--- config.mk ---
export PLATFORM = sky130hd
export DESIGN_NAME = median_linebuf_ctrl
export DESIGN_NICKNAME = d
export VERILOG_FILES = /design/src/rtl/median_linebuf_ctrl.sv
export SDC_FILE = /design/constraint.sdc
export NUM_CORES = 1
export LEC_CHECK = 0
export ABC_AREA = 1
export CAP_MARGIN = 20
export CORE_MARGIN = 4
export CORE_UTILIZATION = 47
export DETAILED_ROUTE_END_ITERATION = 16
export PLACE_DENSITY = 0.88
export SKIP_CTS_REPAIR_TIMING = 1
export SYNTH_ARGS = -nofsm -noshare
export SYNTH_HDL_FRONTEND = slang
export SYNTH_SLANG_ARGS = --single-unit
--- constraint.sdc ---
create_clock -name clk -period 5.7 [get_ports clk]
set_clock_uncertainty 0.15 [all_clocks]
set_input_delay 0.855 -clock clk [delete_from_list [all_inputs] [get_ports clk]]
set_output_delay 0.855 -clock clk [all_outputs]
set_load 0.005 [all_outputs]
--- src/rtl/median_linebuf_ctrl.sv ---
// Line-buffer SRAM sequencer: packs two previous rows per word and emits 3-row L/R columns to the median sorter.
// Optional build macro MEDIAN_LB_REPLICATE_EN replicates border rows instead of zero-filling them.
module median_linebuf_ctrl #(
    parameter int WIDTH    = 16,
    parameter int MAX_COLS = 1920,
    parameter int ADDR_W   = 11
) (
    input  logic                 clk,
    input  logic                 rst,
    input  logic                 clken,
    input  logic [ADDR_W-1:0]    width,
    input  logic                 sof,
    input  logic                 valid_in,
    input  logic [WIDTH-1:0]     disp_L,
    input  logic [WIDTH-1:0]     disp_R,
    output logic                 wr_en_n,
    output logic [4*WIDTH-1:0]   bweb,
    output logic [ADDR_W-1:0]    wr_addr,
    output logic [4*WIDTH-1:0]   wr_data,
    output logic                 rd_en_n,
    output logic [ADDR_W-1:0]    rd_addr,
    input  logic [4*WIDTH-1:0]   rd_data,
    output logic [WIDTH-1:0]     win_L_top,
    output logic [WIDTH-1:0]     win_L_mid,
    output logic [WIDTH-1:0]     win_L_bot,
    output logic [WIDTH-1:0]     win_R_top,
    output logic [WIDTH-1:0]     win_R_mid,
    output logic [WIDTH-1:0]     win_R_bot,
    output logic                 col_first,
    output logic                 col_last,
    output logic                 row_top,
    output logic                 valid_out
);
    localparam int ROW_W = 11;
    localparam int DW    = 4*WIDTH;

    function automatic logic [ROW_W-1:0] f_row_inc(input logic [ROW_W-1:0] r);
        return (r == '1) ? r : r + 1'b1;
    endfunction

    logic [ADDR_W-1:0]  r_col, r_width_q, r_col_p1;
    logic [ROW_W-1:0]   r_row;
    logic               r_vld_p1, r_row0_p1, r_row1_p1, r_first_p1, r_last_p1;
    logic [WIDTH-1:0]   r_L_p1, r_R_p1;
    logic [ADDR_W-1:0]  w_col_p0, w_width_p0;
    logic [ROW_W-1:0]   w_row_p0;
    logic               w_accept_p0, w_first_p0, w_last_p0, w_wr_p1;
    logic [WIDTH-1:0]   w_top_L, w_mid_L, w_top_R, w_mid_R;
    logic [2*WIDTH-1:0] w_lower_p1;

    // Stage 0: position of the incoming pixel; sof overrides the counters
    assign w_accept_p0 = valid_in & clken;
    assign w_col_p0    = sof ? '0 : r_col;
    assign w_row_p0    = sof ? '0 : r_row;
    assign w_first_p0  = (w_col_p0 == '0);
    assign w_width_p0  = w_first_p0 ? width : r_width_q;
    assign w_last_p0   = (w_col_p0 == w_width_p0 - 1'b1);

    assign rd_en_n = ~w_accept_p0;
    assign rd_addr = w_col_p0;

    always_ff @(posedge clk) begin
        if (!rst) begin
            r_col     <= '0;
            r_row     <= '0;
            r_width_q <= ADDR_W'(MAX_COLS);
            r_vld_p1  <= 1'b0;
        end else if (clken) begin
            r_vld_p1 <= valid_in;
            if (valid_in) begin
                if (w_first_p0) r_width_q <= width;
                if (w_last_p0) begin
                    r_col <= '0;
                    r_row <= f_row_inc(w_row_p0);
                end else begin
                    r_col <= w_col_p0 + 1'b1;
                    r_row <= w_row_p0;
                end
            end
        end
    end

    always_ff @(posedge clk) begin
        if (w_accept_p0) begin
            r_L_p1     <= disp_L;
            r_R_p1     <= disp_R;
            r_col_p1   <= w_col_p0;
            r_row0_p1  <= (w_row_p0 == '0);
            r_row1_p1  <= (w_row_p0 == ROW_W'(1));
            r_first_p1 <= w_first_p0;
            r_last_p1  <= w_last_p0;
        end
    end

    // Stage 1: write back current pixel plus the row it displaces one column behind the read
    assign w_wr_p1 = r_vld_p1 & clken;
    assign wr_en_n = ~w_wr_p1;
    assign wr_addr = r_col_p1;
    assign bweb    = w_wr_p1 ? '0 : '1;
`ifdef MEDIAN_LB_REPLICATE_EN
    assign w_lower_p1 = r_row0_p1 ? {r_L_p1, r_R_p1} : rd_data[DW-1:2*WIDTH];
`else
    assign w_lower_p1 = rd_data[DW-1:2*WIDTH];
`endif
    assign wr_data = {r_L_p1, r_R_p1, w_lower_p1};

    always_comb begin
        w_top_L = rd_data[2*WIDTH-1:WIDTH];
        w_top_R = rd_data[WIDTH-1:0];
        w_mid_L = rd_data[DW-1:3*WIDTH];
        w_mid_R = rd_data[3*WIDTH-1:2*WIDTH];
`ifdef MEDIAN_LB_REPLICATE_EN
        if (r_row0_p1) begin
            w_top_L = r_L_p1;
            w_top_R = r_R_p1;
            w_mid_L = r_L_p1;
            w_mid_R = r_R_p1;
        end else if (r_row1_p1) begin
            w_top_L = rd_data[DW-1:3*WIDTH];
            w_top_R = rd_data[3*WIDTH-1:2*WIDTH];
        end
`else
        if (r_row0_p1) begin
            w_top_L = '0;
            w_top_R = '0;
            w_mid_L = '0;
            w_mid_R = '0;
        end else if (r_row1_p1) begin
            w_top_L = '0;
            w_top_R = '0;
        end
`endif
    end

    // Stage 2: registered window towards the sorter
    always_ff @(posedge clk) begin
        if (!rst) begin
            valid_out <= 1'b0;
            win_L_top <= '0;
            win_L_mid <= '0;
            win_L_bot <= '0;
            win_R_top <= '0;
            win_R_mid <= '0;
            win_R_bot <= '0;
            col_first <= 1'b0;
            col_last  <= 1'b0;
            row_top   <= 1'b0;
        end else if (clken) begin
            valid_out <= r_vld_p1;
            if (r_vld_p1) begin
                win_L_top <= w_top_L;
                win_L_mid <= w_mid_L;
                win_L_bot <= r_L_p1;
                win_R_top <= w_top_R;
                win_R_mid <= w_mid_R;
                win_R_bot <= r_R_p1;
                col_first <= r_first_p1;
                col_last  <= r_last_p1;
                row_top   <= r_row0_p1 | r_row1_p1;
            end
        end
    end
endmodule

==> results of run 1 <==
## worst max-delay path, delay by kind of cell
kind,cells,cell delay [ps]
fa+ha+maj,2,520
buf+inv,5,980
xor+xnor,1,120
simple gates,15,2110
## cells in the final DEF, fill, tap and decap left out, types with 5 or more instances in the layout
cell type / count
a21oi_1: 94
buf_4: 8
clkbuf_16: 19
clkdlybuf4s50_1: 362
dfxtp_1: 134
edfxtp_1: 47
ha_1: 6
inv_1: 81
inv_2: 7
inv_6: 5
nand2_1: 246
nand2_2: 15
nand3_1: 87
nand3_2: 6
nand3b_1: 5
nand4_1: 12
nor2_1: 109
nor2_2: 6
nor2_4: 8
nor3_1: 7
o21ai_0: 63
## registers in the layout, summed over array words and instances (netlist names)
signal	flops
r_L_p1	16
r_R_p1	16
win_L_bot	16
win_L_mid	16
win_L_top	16
win_R_bot	16
win_R_mid	16
win_R_top	16
r_col	11
r_row	11
r_width_q	11
wr_addr	11
col_first	1
col_last	1
r_first_p1	1
r_last_p1	1
r_row0_p1	1
r_row1_p1	1
r_vld_p1	1
row_top	1
valid_out	1
## stage by stage
stage               util (%)  cells  hold WS (ps)
floorplan                  -   1105           289
global placement        64.9   1560           300
detailed placement      64.9   1560           303
CTS                     68.3   1592           315
global route            68.3   1592           334
finish                  68.3   1592           313
## layout make-up
| class | count | area share [%] |
|---|---|---|
| inverter | 89 | 2.71 |
| multi-input combinational | 689 | 26.6 |
| sequential | 181 | 33.3 |
| timing repair buffer | 372 | 30.1 |
| clock inverter | 12 | 1.01 |
| tap | 229 | 2.33 |
| clock buffer | 20 | 3.97 |
## power by group
part           internal (mW)  switching, mW
clock network          0.681          0.533
registers               1.36         0.0252
logic                  0.256          0.297
## per-layer routing
layer | vias to the layer above | GRT usage (%) | routed length (um)
met5 | - | 0 | 0
met4 | 0 | 12.6 | 1230
met3 | 74 | 4.49 | 1950
met2 | 391 | 45.1 | 14300
met1 | 3867 | 32.6 | 11000
li1 | 3962 | - | -
## final timing paths
| path | startpoint | end | cells after the start | slack (ps) |
|---|---|---|---|---|
| hold / removal | win_R_mid[9] | win_R_mid[9] | 2 | 310 |
| setup / recovery | sof | r_row[0] | 23 | 1290 |
| hold reg to reg | win_R_mid[9] | win_R_mid[9] | 2 | 310 |
| setup reg to reg | r_col[0] | r_row[0] | 23 | 2010 |
## cells by family after synthesis
kind of cell               Yosys count
DFF                                181
adders and majority gates            6
xor gates and xnor gates             6
and+or+nand+nor                    514
AOI/OAI and AO/OA                  163
buffers and inverters              235
==> summary.txt, run 1 <==
Outcome
  • Status: finished clean

Yosys
  • Area share of the leading cell type in the synthesized netlist: 31.1%
  • Gate Count Post-Synth: 1105
  • Post-synth EDFFs: 47
  • Count leader, synth: nand2_1
  • Async set or reset register ratio after synthesis: 0%
  • Synth Cell Area: 8630 um^2
  • Leading area contributor after synthesis: dfxtp_1
  • Ys flop type: dfxtp_1
  • Sequential area share after synthesis: 47.4%
  • Post-Synth Adder-Cell Area: 0.870%
  • Most frequent cells after synthesis: nand2_1, dfxtp_1, nor2_1, buf_4, a21oi_1
  • Post-Synth Simple-Gate Area: 26.7%
  • Post-synthesis mux area share: 0%
  • Synth top area cells: dfxtp_1, edfxtp_1, nand2_1
  • Number of distinct library cells after synthesis: 35
  • Synth Area per Inst: 7.81 um^2
  • Largest family of logic cells by synthesized area: simple AND/OR/NAND/NOR gates
  • Post-synth net total: 1223
  • Post-synthesis xor/xnor area fraction: 0.609%
  • Synth warnings: 0
  • Post-synthesis compound-gate area fraction: 9.59%
  • Synth Register Bits: 181

STA
  • Setup WS post-layout: 1290 ps
  • TNS Setup: 0 ps
  • Fmax: 0.227 GHz
  • Tcrit/Tclk final: 77.4%
  • Worst rel slew slack: 30.7%
  • Final setup violation count: 0
  • Worst slew pin tran: 1040 ps
  • Hold Fails Final Rpt: 0
  • Fin. max-slew vios: 0
  • Tmin final: 4410 ps
  • RSZ-0062 raised after global routing: no

Die
  • Placeable core area: 18000 um^2
  • Starting Density: 47.9%
  • Die area: 20600 um^2
  • I/O Pins: 364
  • Row Count: 49
  • Die X: 143 um
  • Die H: 143 um

Finish
  • Layout cell share with drive strength beyond 1: 6.97%
  • Fin area: 12300 um^2
  • Fill cell count: 1423
  • Register Area: 4090 um^2
  • Area grow syn2layout: 42.7%
  • Diode count: 0
  • Multi-input logic area: 3270 um^2
  • Final net count: 1468

Placed design
  • Port Buffers: 363
  • Cell area after placement: 11700 um^2
  • DP Wirelength: 20.9 mm
  • Pre-CTS setup slack: 892 ps
  • Placer Congestion: 0.931

Drt
  • Drt total wl: 28.5 mm
  • Drc violations: 0
  • Vias: 8294
  • Detailed Routing Iterations Pass 1: 6
  • Routed wire per std cell: 17.9 um
  • Vias per Instance: 5.21
  • Post-route ant nets: 0
  • Iter 0 DRT Violations: 550

Clock tree
  • CTS root buf: clkbuf_16
  • Clk_lat worst skew: 430 ps
  • CTS tree: yes
  • TritonCTS Buffers: 17
  • Total number of H-tree levels: 4
  • Clock-pin slew on the worst setup and hold paths: 70 ps
  • CTS sink cnt: 181
  • CTS Buffer Depth: 2

Global routing
  • Total gr overflow: 0
  • Initial antenna violation count: 0
  • First-pass GRT wire length: 42.8 mm
  • Pin count of the biggest net entering global routing: 87
  • Vias in the first global route: 7869
  • GRT Resource Usage Total: 26.4%

Worst hold path
  • Class of the worst hold path: flip-flop to flip-flop

Critical path
  • Slowest CP cell: clkdlybuf4s50_1
  • Critical path required time: 5870 ps
  • Critical Path AT: 4580 ps
  • Setup crit end kind: flip-flop
  • CP Cell Sequence: clkdlybuf4s50_1, buf_4, nor2_1, inv_1, ha_1, inv_1, nor2_2, nand3_4, nand2_1, nand2_1, ha_1, xnor2_1, nand3b_1, inv_1, nand2_2, nor2_4, nand2_2, nor2_4, nand3_2, nor2_1, nand3_1, nand2_1, nor2_1
  • Max stage delay on crit path: 500 ps
  • WS Path Type: input pin to flip-flop
  • Worst setup SP type: input pin
  • Crit-path max FO: 15

Pwr
  • Final total power: 3.16 mW
  • Leak: 4.85 nW
  • Power Dens Cells: 256 nW/um^2
  • Maximum VDD drop: 0.000219 V

Flow run
  • Max cap viols: 0
Note: power is estimated with default switching activity, not from simulation.
==> run 2: changes to the inputs <==
--- a/config.mk
+++ b/config.mk
@@ -8,9 +8,9 @@
 export ABC_AREA = 1
 export CAP_MARGIN = 20
 export CORE_MARGIN = 4
-export CORE_UTILIZATION = 47
+export CORE_UTILIZATION = 39
 export DETAILED_ROUTE_END_ITERATION = 16
-export PLACE_DENSITY = 0.88
+export PLACE_DENSITY = 0.78
 export SKIP_CTS_REPAIR_TIMING = 1
 export SYNTH_ARGS = -nofsm -noshare
 export SYNTH_HDL_FRONTEND = slang
==> constraint.sdc (replaced) <==
create_clock -name clk -period 4 [get_ports clk]
set_clock_uncertainty 0.15 [all_clocks]
set_input_delay 0.6 -clock clk [delete_from_list [all_inputs] [get_ports clk]]
set_output_delay 0.6 -clock clk [all_outputs]
set_load 0.005 [all_outputs]
==> summary.txt, run 2 (same netlist as run 1, synthesis figures left out) <==
Global routing
  • Pin count of the biggest net entering global routing: 82 (-5.7%)
  • Met3 Track Usage GR: 4.37% (-0.12 points)
  • Initial antenna violation count: 0 (unchanged)
  • Total gr overflow: 0 (unchanged)
  • First-pass GRT wire length: 41.8 mm (-2.4%)
  • Met1 GRT Util: 26.6% (-6.0 points)
  • Vias in the first global route: 7448 (-5.4%)
  • GRT Resource Usage Total: 21.6% (-4.8 points)
  • GR peak layer: met2
  • Met2 Usage GRT: 38.0% (-7.0 points)

Critical path
  • CP most frequent cell: nand2_1
  • Max stage delay on crit path: 580 ps (+80 ps)
  • Family with the most delay on the worst path: simple AND/OR/NAND/NOR gates
  • CP Buf/Inv Count: 2 (-3)
  • Critical Path AT: 3680 ps (-900 ps)
  • CP Cell Sequence: clkdlybuf4s50_1, inv_2, nand2_1, nand3_2, nor2_4, nand3_1, nand2_1, ha_1, nand3_2, nor2_2, nand2_1, nand2_2, nand2_2, nand2_2, nand3_2, nor2_4, nand3_2, nand2_1, nand2_1, nand2_1, a21oi_1
  • Slowest CP cell: clkdlybuf4s50_1
  • Setup crit end kind: flip-flop
  • WS Path Type: input pin to flip-flop
  • Crit-path max FO: 11 (-4)
  • Worst setup SP type: input pin
  • Critical path required time: 4110 ps (-1760 ps)

Die
  • Die area: 24600 um^2 (+19%)
  • Placeable core area: 21800 um^2 (+21%)
  • I/O Pins: 364 (unchanged)
  • Die X: 157 um (+9.2%)
  • Starting Density: 39.5% (-8.3 points)
  • Die H: 157 um (+9.2%)
  • Row Count: 54 (+10%)

Placed design
  • Placed Instances: 1634 (+4.7%)
  • Placer Congestion: 0.890 (-4.4%)
  • DP Wirelength: 21.2 mm (+1.5%)
  • Pre-CTS setup slack: 17.4 ps (-875 ps)
  • Port Buffers: 363 (unchanged)

Finish
  • Most common cell after layout, fill and taps aside: clkdlybuf4s50_1
  • Final Core Density: 57.4% (-11 points)
  • Layout cell share with drive strength beyond 1: 8.44% (+1.5 points)
  • Final net count: 1491 (+1.6%)
  • Diode count: 0 (unchanged)
  • Post-route insts no fill: 1666 (+4.6%)
  • Most frequent cells in the layout: clkdlybuf4s50_1, nand2_1, dfxtp_1, nor2_1, a21oi_1
  • Area grow syn2layout: 45.1%

Drt
  • Detailed Routing Iterations Pass 1: 7 (+1)
  • Iter 0 DRT Violations: 662 (+20%)
  • Drc violations: 0 (unchanged)
  • Post-route ant nets: 0 (unchanged)
  • Drt total wl: 28.0 mm (-1.4%)
  • Vias: 8155 (-1.7%)
  • Routed wire per std cell: 16.8 um (-5.8%)
  • Vias per Instance: 4.89 (-6.0%)

Clock tree
  • TritonCTS Buffers: 17 (unchanged)
  • Clock-pin slew on the worst setup and hold paths: 70 ps (about the same)
  • CTS tree: yes
  • CTS Buffer Depth: 2 (unchanged)
  • Total number of H-tree levels: 4 (unchanged)
  • CTS root buf: clkbuf_16
  • CTS sink cnt: 181 (unchanged)
  • Clk_lat worst skew: 430 ps (about the same)

Pwr
  • Power Dens Cells: 355 nW/um^2 (+38%)
  • Net Sw Power: 1.25 mW (+46%)
  • Sequential Power Share: 44.5% (+0.5 points)
  • Leak: 4.95 nW (+2.0%)
  • Gate power share: 17.8% (+0.3 points)
  • Maximum VDD drop: 0.000255 V (+16%)
  • P_int: 3.19 mW (+39%)
  • Power share of the clock group: 37.6% (-0.8 points)
  • Net Sw Frac: 28.1% (+1.1 points)

STA
  • Worst slew pin tran: 1070 ps (+26.7 ps)
  • Final setup violation count: 0 (unchanged)
  • Hold Fails Final Rpt: 0 (unchanged)
  • Tmin final: 3570 ps
  • Worst rel slew slack: 28.9% (-1.8 points)
  • Fin. max-slew vios: 0 (unchanged)
  • TNS Setup: 0 ps (unchanged)
  • RSZ-0062 raised after global routing: no
  • Setup WS post-layout: 428 ps (-863 ps)
  • Fmax: 0.280 GHz
  • Tcrit/Tclk final: 89.3%

Outcome
  • Status: finished clean

Flow run
  • Max cap viols: 0 (unchanged)

Worst hold path
  • Class of the worst hold path: flip-flop to flip-flop
==> run 2: path summary, 6_finish.rpt <==
path,from,to,slack [ps],depth (start not counted)
worst max-delay path,sof,r_row[3],430,21
worst min-delay path,win_L_mid[1],win_L_mid[1],310,2
worst max register to register,r_col[0],r_row[3],870,23
worst min register to register,win_L_mid[1],win_L_mid[1],310,2
==> run 2: worst min-delay path: cells and delay by family (launching register included) <==
kind | cells | cell delay (ps)
simple gates | 1 | 60
flops | 1 | 310
compound gates | 1 | 50
==> run 2: area by class of cell <==
cell class / count / area (um^2)
Clock buffer: 19 / 454
Clock inverter: 13 / 129
Fill cell: 1990 / 9310
Inverter: 89 / 334
Multi-Input combinational cell: 689 / 3270
Sequential cell: 181 / 4090
Tap cell: 280 / 350
Timing Repair Buffer: 395 / 3880
==> run 2: power groups by stage <==
stage | Clock (mW) | Combinational, mW | Sequential, mW
global placement | 0 | 0.779 | 2.02
global route | 1.79 | 0.868 | 1.99
floorplan | 0 | 0.435 | 2.02
finish | 1.67 | 0.792 | 1.98
CTS | 1.71 | 0.795 | 1.98
detailed placement | 0 | 0.791 | 2.02
==> run 2: per-layer routing <==
metal	wire length [um]	up-vias	share of wire [%]
met5	0	-	0
met4	745	0	2.7
met3	1440	50	5.1
met2	14400	268	51
met1	11400	3830	41
li1	-	4007	-
==> run 2: through the flow <==
| step | hold WS [ps] | cell area, um^2 | power, mW |
|---|---|---|---|
| 6_report | 315 | 12500 | 4.44 |
| 5_1_grt | 331 | 12500 | 4.64 |
| 4_1_cts | 315 | 12500 | 4.48 |
| 3_5_place_dp | 305 | 11900 | 2.81 |
| 3_3_place_gp | 299 | 11900 | 2.80 |
| 2_1_floorplan | 289 | 8630 | 2.46 |
==> run 3: changes to the inputs <==
--- a/config.mk
+++ b/config.mk
@@ -6,6 +6,7 @@
 export NUM_CORES = 1
 export LEC_CHECK = 0
 export ABC_AREA = 1
+export ABC_CLOCK_PERIOD_IN_PS = 4000
 export CAP_MARGIN = 20
 export CORE_MARGIN = 4
 export CORE_UTILIZATION = 39
==> results of run 3 <==
No change in the layout: final DEF, timing and power equal those of run 2.
